## src/rtl/truth_table_sweeper_pkg.sv

```systemverilog
// Purpose: shared FSM encodings and helpers for the truth-table sweeper.
// Latency: n/a (types and constants only).
// Backpressure: n/a.
package truth_table_sweeper_pkg;

    // Fixed encodings so that state dumps read the same across builds.
    typedef enum logic [1:0] {
        ST_IDLE   = 2'd0,
        ST_WAIT   = 2'd1,
        ST_SAMPLE = 2'd2,
        ST_DONE   = 2'd3
    } tts_state_t;

    localparam int TIMER_W = 4;

    // The timer counts SETTLE-1 down to zero, so WAIT lasts SETTLE cycles.
    // SETTLE==0 skips WAIT entirely, so the load value is irrelevant there.
    function automatic logic [TIMER_W-1:0] settle_load(input int settle);
        if (settle == 0) begin
            return '0;
        end
        return TIMER_W'(settle - 1);
    endfunction

endpackage

```

## src/rtl/truth_table_sweeper_settle_timer.sv

```systemverilog
// Purpose: 4-bit load/count-down timer with a zero flag, paces the WAIT state.
// Latency: load takes effect on the next edge; o_zero is combinational from the count.
// Backpressure: none; counting stops at zero until reloaded.
//  Ports: i_clk, i_reset (sync, active-high), i_load/i_load_val (load count),
//         i_en (decrement when nonzero), o_zero (count == 0).
module settle_timer
    import truth_table_sweeper_pkg::*;
(
    input  logic               i_clk,
    input  logic               i_reset,
    input  logic               i_load,
    input  logic [TIMER_W-1:0] i_load_val,
    input  logic               i_en,
    output logic               o_zero
);

    logic [TIMER_W-1:0] r_cnt;

    always_ff @(posedge i_clk) begin
        if (i_reset) begin
            r_cnt <= '0;
        end else if (i_load) begin
            r_cnt <= i_load_val;
        end else if (i_en && (r_cnt != '0)) begin
            r_cnt <= r_cnt - TIMER_W'(1);
        end
    end

    assign o_zero = (r_cnt == '0);

endmodule

```

## src/rtl/truth_table_sweeper.sv

```systemverilog
// Purpose: sweeps all 2^N_IN input vectors, compares two boolean implementations per row.
// Latency: SETTLE+1 cycles per row; done 2^N_IN*(SETTLE+1) cycles after busy rises.
// Backpressure: none; start is ignored while busy, abort cancels at any time.
//  Ports: i_clk, i_reset (sync, active-high), i_start, i_abort, o_vec (drive to both
//         functions), i_f_a/i_f_b (their outputs), o_busy, o_done, o_match,
//         o_mismatch_cnt, o_first_bad/_vld, o_row_vld/o_row_idx/o_row_a/o_row_b (per-row trace).
module truth_table_sweeper
    import truth_table_sweeper_pkg::*;
#(
    parameter int N_IN   = 3,
    parameter int SETTLE = 1
) (
    input  logic            i_clk,
    input  logic            i_reset,
    input  logic            i_start,
    input  logic            i_abort,
    output logic [N_IN-1:0] o_vec,
    input  logic            i_f_a,
    input  logic            i_f_b,
    output logic            o_busy,
    output logic            o_done,
    output logic            o_match,
    output logic [N_IN:0]   o_mismatch_cnt,
    output logic [N_IN-1:0] o_first_bad,
    output logic            o_first_bad_vld,
    output logic            o_row_vld,
    output logic [N_IN-1:0] o_row_idx,
    output logic            o_row_a,
    output logic            o_row_b
);

    localparam logic [N_IN-1:0]    VEC_LAST   = {N_IN{1'b1}};
    localparam logic [N_IN-1:0]    VEC_ONE    = N_IN'(1);
    localparam logic [N_IN:0]      CNT_ONE    = (N_IN + 1)'(1);
    localparam logic [TIMER_W-1:0] TIMER_LOAD = settle_load(SETTLE);
    // With no settle time every row is a single SAMPLE cycle.
    localparam tts_state_t         ST_ROW     = (SETTLE == 0) ? ST_SAMPLE : ST_WAIT;

    tts_state_t r_state;
    tts_state_t w_state_nxt;

    logic            w_clear;
    logic            w_sample;
    logic            w_timer_load;
    logic            w_timer_en;
    logic            w_timer_zero;
    logic            w_last_row;
    logic            w_mismatch;

    logic [N_IN-1:0] r_vec;
    logic [N_IN:0]   r_mismatch_cnt;
    logic [N_IN-1:0] r_first_bad;
    logic            r_first_bad_vld;
    logic            r_row_vld;
    logic [N_IN-1:0] r_row_idx;
    logic            r_row_a;
    logic            r_row_b;

    assign w_last_row = (r_vec == VEC_LAST);
    assign w_mismatch = (i_f_a != i_f_b);

    settle_timer u_settle_timer (
        .i_clk      (i_clk),
        .i_reset    (i_reset),
        .i_load     (w_timer_load),
        .i_load_val (TIMER_LOAD),
        .i_en       (w_timer_en),
        .o_zero     (w_timer_zero)
    );

    always_ff @(posedge i_clk) begin
        if (i_reset) begin
            r_state <= ST_IDLE;
        end else begin
            r_state <= w_state_nxt;
        end
    end

    // Abort is checked before the state decode so it beats start and the
    // final SAMPLE alike.
    always_comb begin
        w_state_nxt  = r_state;
        w_clear      = 1'b0;
        w_sample     = 1'b0;
        w_timer_load = 1'b0;
        w_timer_en   = 1'b0;
        if (i_abort) begin
            w_state_nxt = ST_IDLE;
            w_clear     = 1'b1;
        end else begin
            case (r_state)
                ST_IDLE, ST_DONE: begin
                    if (i_start) begin
                        w_clear      = 1'b1;
                        w_timer_load = 1'b1;
                        w_state_nxt  = ST_ROW;
                    end
                end
                ST_WAIT: begin
                    w_timer_en = 1'b1;
                    if (w_timer_zero) begin
                        w_state_nxt = ST_SAMPLE;
                    end
                end
                ST_SAMPLE: begin
                    w_sample = 1'b1;
                    if (w_last_row) begin
                        w_state_nxt = ST_DONE;
                    end else begin
                        w_timer_load = 1'b1;
                        w_state_nxt  = ST_ROW;
                    end
                end
                default: w_state_nxt = ST_IDLE;
            endcase
        end
    end

    always_ff @(posedge i_clk) begin
        if (i_reset) begin
            r_vec           <= '0;
            r_mismatch_cnt  <= '0;
            r_first_bad     <= '0;
            r_first_bad_vld <= 1'b0;
            r_row_vld       <= 1'b0;
            r_row_idx       <= '0;
            r_row_a         <= 1'b0;
            r_row_b         <= 1'b0;
        end else begin
            r_row_vld <= 1'b0;
            if (w_clear) begin
                r_vec           <= '0;
                r_mismatch_cnt  <= '0;
                r_first_bad     <= '0;
                r_first_bad_vld <= 1'b0;
            end else if (w_sample) begin
                r_row_vld <= 1'b1;
                r_row_idx <= r_vec;
                r_row_a   <= i_f_a;
                r_row_b   <= i_f_b;
                if (w_mismatch) begin
                    r_mismatch_cnt <= r_mismatch_cnt + CNT_ONE;
                    if (!r_first_bad_vld) begin
                        r_first_bad     <= r_vec;
                        r_first_bad_vld <= 1'b1;
                    end
                end
                // The last row ends the sweep, so vec never wraps.
                if (!w_last_row) begin
                    r_vec <= r_vec + VEC_ONE;
                end
            end
        end
    end

    assign o_vec           = r_vec;
    assign o_busy          = (r_state == ST_WAIT) || (r_state == ST_SAMPLE);
    assign o_done          = (r_state == ST_DONE);
    assign o_match         = (r_state == ST_DONE) && (r_mismatch_cnt == '0);
    assign o_mismatch_cnt  = r_mismatch_cnt;
    assign o_first_bad     = r_first_bad;
    assign o_first_bad_vld = r_first_bad_vld;
    assign o_row_vld       = r_row_vld;
    assign o_row_idx       = r_row_idx;
    assign o_row_a         = r_row_a;
    assign o_row_b         = r_row_b;

endmodule

```

## config.mk

```make
export PLATFORM = sky130hd
export DESIGN_NAME = truth_table_sweeper
export DESIGN_NICKNAME = d
export VERILOG_FILES = /design/src/rtl/truth_table_sweeper_pkg.sv /design/src/rtl/truth_table_sweeper_settle_timer.sv /design/src/rtl/truth_table_sweeper.sv
export SDC_FILE = /design/constraint.sdc
export NUM_CORES = 1
export LEC_CHECK = 0
export CORE_UTILIZATION = 49
export CTS_BUF_LIST = sky130_fd_sc_hd__clkbuf_4 sky130_fd_sc_hd__clkbuf_8 sky130_fd_sc_hd__clkbuf_16
export DETAILED_ROUTE_END_ITERATION = 10
export GPL_TIMING_DRIVEN = 0
export PLACE_DENSITY = 0.78
export SYNTH_ARGS = -nofsm -noshare
export SYNTH_HDL_FRONTEND = slang
export SYNTH_SLANG_ARGS = --single-unit
export TNS_END_PERCENT = 100
```

## constraint.sdc

```tcl
create_clock -name i_clk -period 2.2 [get_ports i_clk]
set_input_delay 0.44 -clock i_clk [delete_from_list [all_inputs] [get_ports i_clk]]
set_output_delay 0.44 -clock i_clk [all_outputs]
set_load 0.03 [all_outputs]
```

# == Word-level counts from Yosys, hierarchy flattened ==
# Index checks and enable logic that the tools add are counted.
# W data, S select, Z words.
# word_totals
reg_bits,23
latch_bits,0
ram_bits,0
mem_bits_ro,0
in_bits,6
output_inout_bits,20
word_cells,54
mem_count,0
# classes
add_sub_neg,3
multipliers,0
div,0
order_cmp,0
eq_ne,7
n_shift,0
muxes,15
n_bitwise,3
n_reduce_logical,16
# ops
operator,count
$mux W1,10
$logic_not A4 Y1,2
$reduce_and A2 Y1,4
$reduce_or A2 Y1,4
$mux W2,3
$pmux W2 S3,1
$add A4 B1 Y4 const B,1
$eq A2 B2 Y1 const B,2
$reduce_bool A4 Y1,1
$sub A4 B1 Y4 const B,1
$add A3 B1 Y3 const B,1
$eq A3 B3 Y1 const B,1
$not A1 Y1,3
$reduce_and A3 Y1,1
$eq A2 B1 Y1 const B,1
$logic_and A1 B1 Y1,2
$logic_not A2 Y1,1
$ne A2 B1 Y1 const B,1
$ne A2 B2 Y1 const B,1
$pmux W1 S2,1
$logic_or A1 B1 Y1,1
$ne A1 B1 Y1,1

# == Logic depth before layout (Yosys ltp) ==
# Gate-level depths: netlist (run 1).
# depth
ltp_word,6
depth_mapped,6
depth_no_buf,5

# == Hierarchy ==
# A second synthesis (run 1) with hierarchy kept.
# unflattened
cells_unflattened,143
hier_area_um2,1221.2
# by_module_without_submodules
mod,instances,cells_each,area_each_um2,seq_area_each_um2
truth_table_sweeper,1,114,958.4,380.4
settle_timer,1,29,262.8,80.1

# == Worst setup path before layout (run 1) ==
# OpenSTA, ideal clock, no wires.
# synth_timing
path_type,reg-to-output
start,register r_state[0]
end,output o_match
arrival_ps,1471
required_time_ps,1760
setup_slack_ps,289
stages_incl_launch_ff,4
cell_sequence,dfxtp_1 -> ha_1 -> nand2_1 -> nor3_1
# synth_via
elab_chain_len,2
# synth_lines
item,line_no,rtl
start: declaration,truth_table_sweeper.sv:39,tts_state_t r_state;
start signal: assignment,truth_table_sweeper.sv:75,r_state <= w_state_nxt;
$eq A2 B2 Y1,n/a,
named net o_done,truth_table_sweeper.sv:21,"output logic o_done,"
$logic_and A1 B1 Y1,truth_table_sweeper.sv:159,assign o_match = (r_state == ST_DONE) && (r_mismatch_cnt == '0);
end: declaration,truth_table_sweeper.sv:22,"output logic o_match,"
# The timed path passes the listed nets, and every way through them passes these cells.

# == Worst setup path in the final report (run 1) ==
# layout_timing
start,register r_state[0]
end,output o_done
# layout_via
elab_chain_len,1
# layout_lines
item,line_no,rtl
$eq A2 B2 Y1,truth_table_sweeper.sv:158,assign o_done = (r_state == ST_DONE);
end: declaration,truth_table_sweeper.sv:21,
# Every way passes these cells.

==> impl_metrics.json, run 1 <==
{
  "pwr_density_cell_nw_per_um2": 468,
  "grt_max_degree": 13,
  "ios": 26,
  "h-tree-depth": 1,
  "relSlewSlack_pct": 46.3,
  "grt_antenna_before_repair": 0,
  "fmax_mhz": 484,
  "finalCritPeriodShare_pct": 94.0,
  "fin_crit_ns": 2.07,
  "final_layout_size_suffix_gt1_share_pct": 6.17,
  "dr.pass1.iters": 4,
  "routed_via_density": 5.49,
  "crit_buf_inv": 1,
  "crit_cells": 2,
  "dr_total_vias": 1043,
  "fp.dieArea_sq_um": 2580,
  "r2r_cells": 5,
  "p_leak_uw": 0.000522,
  "cts_buffer_depth": 2,
  "area_growth_pct": 26.0,
  "min_from": "o_first_bad[0]",
  "cap_violations": 0,
  "r2r_end": "o_first_bad[2]",
  "io_buffers": 24,
  "syn_area_sq_um": 1170,
  "status": "finished, final reports clean",
  "ys_seq_elements": 23,
  "synth_ff_type": "dfxtp_1",
  "place_hpwl_microns": 1920,
  "cts_hold_buf": 0,
  "synth_area_leaders": "dfxtp_1 (39%), ha_1 (9.7%), a21oi_1 (6.0%)",
  "ant_nets": 0,
  "die_h_microns": 50.8,
  "tightest_slew_ns": 0.801,
  "path_max_fanout": 5,
  "drc": 0,
  "grt_pass1_wl_microns": 4350,
  "numCtsBuffers": 3,
  "critPathCapture": "o_done",
  "hold_path_depth": 2,
  "fin_util_pct": 65.8,
  "endpoint_kind": "output port",
  "grt_pass1_vias": 962,
  "fin_hold_ws_ns": 0.475,
  "max_stage_delay_ns": 0.68,
  "critPathArrivalTime_ns": 1.63,
  "cts_resized": 2,
  "slew_viol_final": 0,
  "crit_type": "reg -> out",
  "dpl-instance-area_sq_um": 1440,
  "drt_first_iter_violations": 19,
  "core_sq_um": 2230,
  "min_path_type": "reg -> reg",
  "syn_area_per_cell_sq_um": 8.70,
  "antenna_cells": 0,
  "grt_overflow": 0,
  "crit_slowest_cell": "clkdlybuf4s50_1",
  "synth_nets": 149,
  "nets": 178,
  "synth_top_area_cell": "dfxtp_1",
  "rsz0062_at_grt": "false",
  "ys_seq_area_share_pct": 39.5,
  "synth_cells": 134,
  "totalWireLength_microns": 2540,
  "total_power_uw": 688,
  "final_cell_area_sq_um": 1470,
  "skew_ns": 0.00245,
  "max-vdd-ir-drop_v": 0.000348,
  "crit_start": "r_state[0]",
  "row_count": 17,
  "gp_congestion": 0.827,
  "rrSetupSlack_ns": 0.26,
  "cp_top_family": "buffers and inverters",
  "cts.sinks": 23,
  "fin_tns_setup_ns": 0,
  "r2r_start": "r_state[0]",
  "worstPathRequired_ns": 1.76,
  "crit_chain": "ha_1, clkdlybuf4s50_1",
  "cts-root-buf": "clkbuf_4",
  "synth_edf_count": 0,
  "ys_async_sr_fraction_pct": 0,
  "cts_setup_buffers": 0,
  "hold_viol": 0,
  "setup_viol": 0,
  "start_util_pct": 52.2,
  "startpoint_type": "register",
  "clk_pin_slew_ns": 0.13,
  "clkLatencyLatePin_ns": 0.31,
  "yosys_warnings": 0,
  "wl_per_cell_microns": 13.3,
  "grt.total_usage_pct": 22.5,
  "synthDistinctLibCells": 33,
  "cts_tree": "yes",
  "n_fill_cell": 213,
  "synth_top_area_share_pct": 39.5,
  "die_w_microns": 50.8
}
## cells in the final DEF, fill, tap and decap left out, types with 4 or more instances in the layout
| master | n |
|---|---|
| ha_1 | 9 |
| clkbuf_4 | 4 |
| inv_1 | 8 |
| mux2i_1 | 4 |
| a21oi_1 | 14 |
| nand3_1 | 8 |
| clkdlybuf4s50_1 | 22 |
| o21ai_0 | 13 |
| dfxtp_1 | 23 |
| nand2_1 | 13 |
## tightest hold or removal path, stage by stage, from the launching register on
cell	delay, ns
dfxtp_1	0.33
nand2_1	0.05
mux2i_1	0.05
## how the worst min path moves through the flow
stage                      to  slack [ns]
2_1_floorplan      r_state[1]        0.47
3_3_place_gp   o_first_bad[2]        0.44
5_1_grt        o_first_bad[0]        0.50
3_5_place_dp   o_first_bad[0]        0.45
4_1_cts        o_first_bad[0]        0.48
6_report       o_first_bad[0]        0.47
## kinds of logic (layout without fill, tap and decap cells)
group                      count (synthesis)  count (layout)  share of synthesized area [%]
AOI/OAI and AO/OA                         35              35                           17.3
muxes                                      4               4                           3.43
xor gates and xnor gates                   3               3                           2.25
and+or+nand+nor                           48              48                           23.9
buffers and inverters                     12              40                           3.97
adders and majority gates                  9               9                           9.66
DFF                                       23              23                           39.5
## layer usage
layer  wire length [microns]  GRT usage [%]  vias to the layer above
li1                        -              -                      537
met1                    1170           29.2                      479
met4                      41           9.72                        0
met2                    1240           37.1                       23
met5                       0              0                        -
met3                      83           3.03                        4
## stage by stage
stage | setup slack [ns] | cells
6_report | 0.133 | 190
5_1_grt | 0.0599 | 190
4_1_cts | 0.116 | 190
3_5_place_dp | 0.215 | 186
3_3_place_gp | 0.241 | 186
2_1_floorplan | 0.289 | 134
## cells in the mapped netlist, types with 3 or more instances
library cell / n
inv_1: 8
mux2i_1: 4
nor2b_1: 3
a211oi_1: 3
nor2_1: 3
ha_1: 9
clkbuf_1: 3
nand2_1: 13
nor3_1: 3
nand3_1: 8
o21ai_0: 13
dfxtp_1: 23
or4_1: 3
a21oi_1: 14
## flip-flops by register name (all words and copies together), names as in the netlist
name and cells:
o_row_vld 1, o_row_idx 3, o_row_b 1, o_row_a 1, u_settle_timer.r_cnt 4, o_vec 3
o_first_bad_vld 1, o_mismatch_cnt 4, o_first_bad 3, r_state 2
## power by group
part | switching [uW] | total, uW | internal (uW)
clock network | 128 | 211 | 83.1
registers | 1.55 | 419 | 418
logic | 36.3 | 57.6 | 21.3
## layout make-up
class / count / area [sq um] / area share, %
sequential: 23 / 460 / 31.3
clock buffer: 4 / 30.0 / 2.04
tap: 28 / 35.0 / 2.39
multi-input combinational: 99 / 659 / 44.9
inverter: 8 / 30.0 / 2.04
buffer: 4 / 16.3 / 1.11
timing repair buffer: 24 / 238 / 16.2
Note: power is estimated with default switching activity, not from simulation.
==> inputs of run 2 (changes only) <==
- HOLD_SLACK_MARGIN: unset -> 0.12
- clock period: 2.2 -> 2 ns (I/O delays scaled with it)
==> impl_metrics.json, run 2 (synthesis results as in run 1) <==
{
  "cts-root-buf": "clkbuf_4",
  "clk_pin_slew_ns": 0.13,
  "crit_chain": "clkdlybuf4s50_1",
  "max_stage_delay_ns": 0.71,
  "relSlewSlack_pct": 63.8,
  "status": "finished, final reports clean",
  "nets": 178,
  "p_leak_uw": 0.000522,
  "row_count": 17,
  "r2r_start": "r_state[0]",
  "rrSetupSlack_ns": 0.29,
  "whs_endpoint": "o_first_bad[0]",
  "fin_hold_ws_ns": 0.477,
  "drt_first_iter_violations": 21,
  "dr_total_vias": 1051,
  "path_max_fanout": 5,
  "min_from": "o_first_bad[0]",
  "fin_crit_ns": 1.88,
  "die_h_microns": 50.8,
  "critPathArrivalTime_ns": 1.48,
  "area_growth_pct": 26.1,
  "cts.sinks": 23,
  "n_fill_cell": 212,
  "multi_input_area_sq_um": 669,
  "max-vdd-ir-drop_v": 0.000385,
  "routed_via_density": 5.53,
  "grt_overflow": 0,
  "wl_per_cell_microns": 13.5,
  "slew_viol_final": 0,
  "clkLatencyLatePin_ns": 0.31,
  "min_path_type": "reg -> reg",
  "crit_slowest_cell": "clkdlybuf4s50_1",
  "grt_antenna_before_repair": 0,
  "cts_hold_buf": 0,
  "grt_max_degree": 13,
  "cts_resized": 4,
  "io_buffers": 24,
  "tightest_slew_ns": 0.540,
  "fin_ws_ns": 0.123,
  "finalCritPeriodShare_pct": 93.9,
  "r2r_end": "u_settle_timer.r_cnt[1]",
  "hold_path_depth": 2,
  "skew_ns": 0.00173,
  "setup_viol": 0,
  "final_common_cell": "dfxtp_1",
  "cts_setup_buffers": 0,
  "core_sq_um": 2230,
  "drc": 0,
  "crit_type": "reg -> out",
  "total_power_uw": 759,
  "endpoint_kind": "output port",
  "die_w_microns": 50.8,
  "r2r_cells": 5,
  "numCtsBuffers": 3,
  "dr.pass1.iters": 4,
  "crit_cells": 1,
  "ios": 26,
  "ant_nets": 0,
  "cap_violations": 0,
  "startpoint_type": "register",
  "hold_viol": 0,
  "fin_tns_setup_ns": 0,
  "grt_pass1_vias": 962,
  "cts_buffer_depth": 2,
  "gp_congestion": 0.827,
  "crit_buf_inv": 1,
  "regArea_sq_um": 460,
  "cp_top_family": "buffers and inverters",
  "h-tree-depth": 1,
  "worstPathRequired_ns": 1.60,
  "rsz0062_at_grt": "false",
  "place_hpwl_microns": 1920,
  "layout_common_cells": "dfxtp_1 (23), clkdlybuf4s50_1 (21), a21oi_1 (14), nand2_1 (13), o21ai_0 (13)",
  "totalWireLength_microns": 2560,
  "grt_pass1_wl_microns": 4350,
  "final_layout_size_suffix_gt1_share_pct": 8.64,
  "fp.dieArea_sq_um": 2580,
  "pwr_density_cell_nw_per_um2": 516,
  "pre_cts_ws_ns": 0.0551,
  "antenna_cells": 0,
  "fmax_mhz": 533,
  "fin_util_pct": 65.8,
  "cts_tree": "yes",
  "start_util_pct": 52.2,
  "grt.total_usage_pct": 22.5
}
[run 2: cell count changes in the layout (fill, tap and decap cells not counted)]
cell and delta:
a211oi_1 -2, a211oi_2 +2, clkbuf_2 +2, clkdlybuf4s50_1 -1, dlygate4sd2_1 -1
[run 2: how the worst max path moves through the flow]
stage,startpoint,endpoint,slack (ns)
after floorplan,r_state[0],o_match,0.13
after global placement,r_state[0],o_busy,0.08
after detailed placement,i_f_a,o_first_bad[2],0.06
after CTS,r_state[0],o_busy,0.005
after global routing,r_state[0],o_busy,0.07
final,o_vec[0],o_vec[0],0.12
[run 2: layer usage]
layer  vias up  track usage, %  wire length (microns)
met5         -               0                      0
li1        541               -                      -
met1       482            29.2                   1190
met3         4            3.03                    101
met4         0            9.72                     44
met2        24            37.1                   1230
[run 2: final cells by class]
| cell class | instances | share of cell area (%) |
|---|---|---|
| inverters | 8 | 2.04 |
| clock buffers | 4 | 2.04 |
| well taps | 28 | 2.38 |
| repair buffers | 24 | 15.6 |
| multi-input cells | 99 | 45.5 |
| plain buffers | 4 | 1.11 |
| flip-flops and latches | 23 | 31.3 |
[run 2: through the flow]
step	instance area [sq um]	std cells
2_1_floorplan	1170	134
3_3_place_gp	1440	186
3_5_place_dp	1440	186
4_1_cts	1470	190
5_1_grt	1470	190
6_report	1470	190
[run 2: where the power goes]
group	switching (uW)	internal [uW]
Combinational	41.6	24.1
Sequential	1.77	459
Clock	141	91.4
Total	184	575
